### config.mk
export PLATFORM = sky130hd
export DESIGN_NAME = flex_down_counter
export DESIGN_NICKNAME = d
export VERILOG_FILES = /design/src/rtl/flex_pkg.sv /design/src/rtl/flex_down_counter.sv
export SDC_FILE = /design/constraint.sdc
export NUM_CORES = 1
export LEC_CHECK = 0
export ABC_AREA = 1
export CAP_MARGIN = 10
export CORE_AREA = 3 3 42 44
export CTS_CLUSTER_SIZE = 28
export DETAILED_ROUTE_END_ITERATION = 12
export DIE_AREA = 0 0 45 47
export PLACE_DENSITY_LB_ADDON = 0.25
export SLEW_MARGIN = 0
export SYNTH_ARGS = -nofsm -noshare
export SYNTH_HDL_FRONTEND = slang
export SYNTH_SLANG_ARGS = --single-unit
### constraint.sdc
create_clock -name clk -period 1.9 [get_ports clk]
set_clock_uncertainty 0.05 [all_clocks]
set_input_delay 0.57 -clock clk [delete_from_list [all_inputs] [get_ports clk]]
set_output_delay 0.57 -clock clk [all_outputs]
set_load 0.03 [all_outputs]
### src/rtl/flex_pkg.sv
// Shared types and defaults for the flex_down_counter timer block.
package flex_pkg;

  localparam int unsigned DEFAULT_NUM_CNT_BITS = 4;

  typedef enum logic [0:0] {
    IDLE = 1'b0,
    RUN  = 1'b1
  } cnt_state_t;

endpackage

### src/rtl/flex_down_counter.sv
// Loadable down-counter with terminal-count strobe, one-shot and auto-reload modes.
module flex_down_counter
  import flex_pkg::*;
#(
  parameter int unsigned NUM_CNT_BITS = DEFAULT_NUM_CNT_BITS
) (
  input  logic                    clk,
  input  logic                    n_rst,
  input  logic                    clear,
  input  logic                    load,
  input  logic [NUM_CNT_BITS-1:0] load_val,
  input  logic                    count_enable,
  input  logic                    auto_reload,
  output logic [NUM_CNT_BITS-1:0] count_out,
  output logic                    zero_flag,
  output logic                    done_pulse,
  output logic                    busy
);

  localparam int unsigned W = NUM_CNT_BITS;

  cnt_state_t   state, state_nxt;
  logic [W-1:0] reload_reg, reload_nxt;
  logic [W-1:0] count_nxt;
  logic         done_nxt;
  logic         zero_nxt;
  logic         busy_nxt;

  // State, count and registered status outputs
  always_ff @(posedge clk or negedge n_rst) begin
    if (!n_rst) begin
      state      <= IDLE;
      count_out  <= '0;
      reload_reg <= '0;
      zero_flag  <= 1'b1;
      done_pulse <= 1'b0;
      busy       <= 1'b0;
    end else begin
      state      <= state_nxt;
      count_out  <= count_nxt;
      reload_reg <= reload_nxt;
      zero_flag  <= zero_nxt;
      done_pulse <= done_nxt;
      busy       <= busy_nxt;
    end
  end

  // Next-state: clear > load > enabled decrement > hold
  always_comb begin
    state_nxt  = state;
    count_nxt  = count_out;
    reload_nxt = reload_reg;
    done_nxt   = 1'b0;

    if (clear) begin
      count_nxt = '0;
      state_nxt = IDLE;
    end else if (load) begin
      count_nxt  = load_val;
      reload_nxt = load_val;
      state_nxt  = (load_val != '0) ? RUN : IDLE;
    end else begin
      unique case (state)
        IDLE: begin
          count_nxt = count_out;
        end
        RUN: begin
          if (count_enable) begin
            if (count_out == W'(1)) begin
              done_nxt = 1'b1;
              if (auto_reload && (reload_reg != '0)) begin
                count_nxt = reload_reg;
                state_nxt = RUN;
              end else begin
                count_nxt = '0;
                state_nxt = IDLE;
              end
            end else begin
              count_nxt = count_out - W'(1);
            end
          end
        end
        default: begin
          count_nxt = '0;
          state_nxt = IDLE;
        end
      endcase
    end

    // Status flags track the values being registered this edge
    zero_nxt = (count_nxt == '0);
    busy_nxt = (state_nxt == RUN);
  end

endmodule

==> metrics.md <==
| Metric | Value |
|---|---|
| Die Area | 2120 um2 |
| Crit path buffers/inverters | 1 |
| Share of the synthesized area in the top cell type | a little over a third |
| Layout area overhead | 33.5% |
| Pleak | just over 0.5 nW |
| Hold Path End | reload_reg[0]$_DFFE_PN0P_ |
| Area post-placement | between 900 and 1000 um2 |
| CP arrival | 1.17 ns |
| # DRC | 0 |
| First-pass DRT Iterations | 4 |
| Hold Crit Start | reload_reg[0]$_DFFE_PN0P_ |
| Slew Limit Fails | 0 |
| R2r startpoint | count_out[1]$_DFF_PN0_ |
| Total power | ~600 uW |
| DR vias/cell | about 5.0 |
| Worst hold slack | around 0.51 ns |
| Synthesized cell area | approximately 690 um2 |
| Starting Density | between 40% and 50% |
| Register area share after synthesis | between 40% and 50% |
| Slowest-stage cell, CP | dfstp_2 |
| Synth area leader | dfrtp_1 |
| Vias in the first global route | roughly 640 |
| H-tree levels | 1 |
| Total negative slack | 0 ns |
| NumNets Final | roughly 130 |
| Pwr/cell area | roughly 660 nW/um2 |
| Diodes inserted | 0 |
| Maximum clock insertion buffer count | 2 |
| WL per Instance | roughly 12 um |
| Largest net degree at the start of global routing | 12 |
| CTS tree | done |
| # rows | 14 |
| Worst skew pair latency | 0.26 ns |
| Pre-CTS setup slack | 0.0255 ns |
| Reg-to-reg slack, setup | ~0.37 ns |
| Top delay family on crit path | flip-flops |
| Starting DRT DRC Count | 10 |
| Finished Layout Cells | between 100 and 150 |
| Die X | between 40 and 50 um |
| CTS Buf Count | 3 |
| PortBufs | 16 |
| Setup violations, final | 0 |
| Share of cells above drive strength 1 | ~18% |
| Post-CTS Hold Buffers | 0 |
| Clk sinks | 11 |
| Global placer's final weighted congestion | 0.830 |
| First-pass GRT wire length | about 2.7 mm |
| Worst IR Drop VDD | between 300 and 400 uV |
| Post-synthesis net count | 102 |
| Fin util | 62.7% |
| GRT overflow | 0 |
| HPWL Detailed | ~1.4 mm |
| Vias | ~650 |
| Clock transition at path regs | ~0.06 ns |
| Synthesized flop and latch total | 11 |
| Syn. warnings | 0 |
| Syn_area_per_cell | roughly 7.7 um2 |
| PnR worst setup slack | roughly 0.11 ns |
| Top-Level Pins | 17 |
| CP Depth | 1 |
| Die height | 47 um |
| Root buffer cell | clkbuf_4 |
| Max Cap Viol | 0 |
| Design Area, Final | 922 um2 |
| Unique masters post-synth | 23 |
| Initial antenna violation count | 0 |
| Post-route ant nets | 0 |
| Hold Path Depth | 2 |
| CP required | between 1 and 1.5 ns |
| Final Hold Vio Count | 0 |
| Filler Cell Count | around 140 |
| Outcome | complete, no violations |
| Core Region | approximately 1500 um2 |
| Critical path's largest stage delay | around 0.51 ns |
| Worst reg2reg endpoint | zero_flag$_DFF_PN1_ |
| Unrepaired setup endpoints after global routing | no |
| Post-Synthesis Cells | 90 |
| Final Critical Period | about 1.8 ns |
| Worst setup EP type | output port |
| Cell count of the worst reg-to-reg path | 8 |
| Hold crit path type | flop to flop |
| Critical path fanouts, max | 1 |
| Inst Count DP | roughly 130 |
| Crit path kind | flop to output port |
| Setup crit start kind | flop |
| Global-route usage over all layers | between 10% and 20% |
| Worst-margin pin slew | roughly 0.49 ns |
| Achievable Freq | between 500 and 600 MHz |
| Final period util | around 94% |
| Synth area leaders | dfrtp_1 36%, nand2_1 14%, inv_1 7.6%, nand3_1 6.5%, dfstp_2 3.8% |
| Rel. slew slack | approximately two thirds |
| Post-Route WL | 1.57 mm |
| Crit-path cells | dlygate4sd2_1 |
## cells by family (layout without fill, tap and decap cells)
family          after synthesis  in the layout  share of synthesized area, %
flops                        11             11                          40.0
fa+ha+maj                     2              2                          3.62
simple gates                 52             52                          37.5
buf+inv                      16             40                          9.78
compound gates                9              9                          9.06
## cells in the mapped netlist
cell type  instances
o41ai_1            1
ha_1               2
o21ai_1            1
and2_1             1
a21oi_4            1
nor2_1             5
a21oi_1            1
or2_2              1
inv_1             14
nand2_1           26
nand2_2            2
nand2_4            1
inv_8              1
nand3_2            2
inv_2              1
o21bai_1           1
dfrtp_1           10
nand3_1            9
nand4_1            2
o21ai_0            4
dfstp_2            1
nor2_2             1
nor2_4             2
## cell usage in the layout, fill, tap and decap left out, types with 2 or more instances in the layout
master,synthesis,routed
dfrtp_1,10,10
buf_4,0,4
dlygate4sd2_1,0,6
nand3_2,2,2
nand4_1,2,2
inv_1,14,14
o21ai_0,4,4
nor2_1,5,5
nand2_1,26,26
nand3_1,9,9
clkbuf_4,0,3
ha_1,2,2
clkdlybuf4s50_1,0,9
nand2_2,2,2
nor2_4,2,2
## how the worst max path moves through the flow
| stage | start | endpoint | slack [ns] |
|---|---|---|---|
| after floorplan | count_out[0]$_DFF_PN0_ | zero_flag$_DFF_PN1_ | 0.40 |
| after global placement | count_enable | zero_flag$_DFF_PN1_ | 0.07 |
| after detailed placement | count_enable | zero_flag$_DFF_PN1_ | 0.03 |
| after CTS | done_pulse$_DFF_PN0_ | done_pulse | 0.02 |
| after global routing | zero_flag$_DFF_PN1_ | zero_flag | 0.07 |
| final | zero_flag$_DFF_PN1_ | zero_flag | 0.11 |
## routing by layer
layer,share of wire (%),global-route usage [%],wire length (um)
met1,42,20.7,656
met2,53,33.3,836
met3,3.4,4.60,54
met4,1.3,5.26,20
met5,0,0,0
## cell type report
cell class / count / area [um2] / area share, %
multi-input cells: 63 / 347 / 37.6
repair buffers: 20 / 185 / 20.1
well taps: 16 / 20.0 / 2.17
inverters: 16 / 67.6 / 7.33
flip-flops and latches: 11 / 277 / 30.0
clock buffers: 4 / 26.3 / 2.85
## power by group
group,switching [mW],leakage [nW],total [mW],internal [mW]
combinational,0.110,0.364,0.183,0.0732
sequential,0.0116,0.139,0.270,0.258
clock,0.0694,0.0150,0.151,0.0811
total,0.191,0.517,0.604,0.413
## what timing repair did
item	in CTS	in global routing
setup buffers	0	0
pin swaps	0	0
endpoints found under the setup margin	6	1
endpoints found under the hold margin	0	0
gates resized for setup	6	1
No activity file was read; power rests on OpenSTA's default activity.
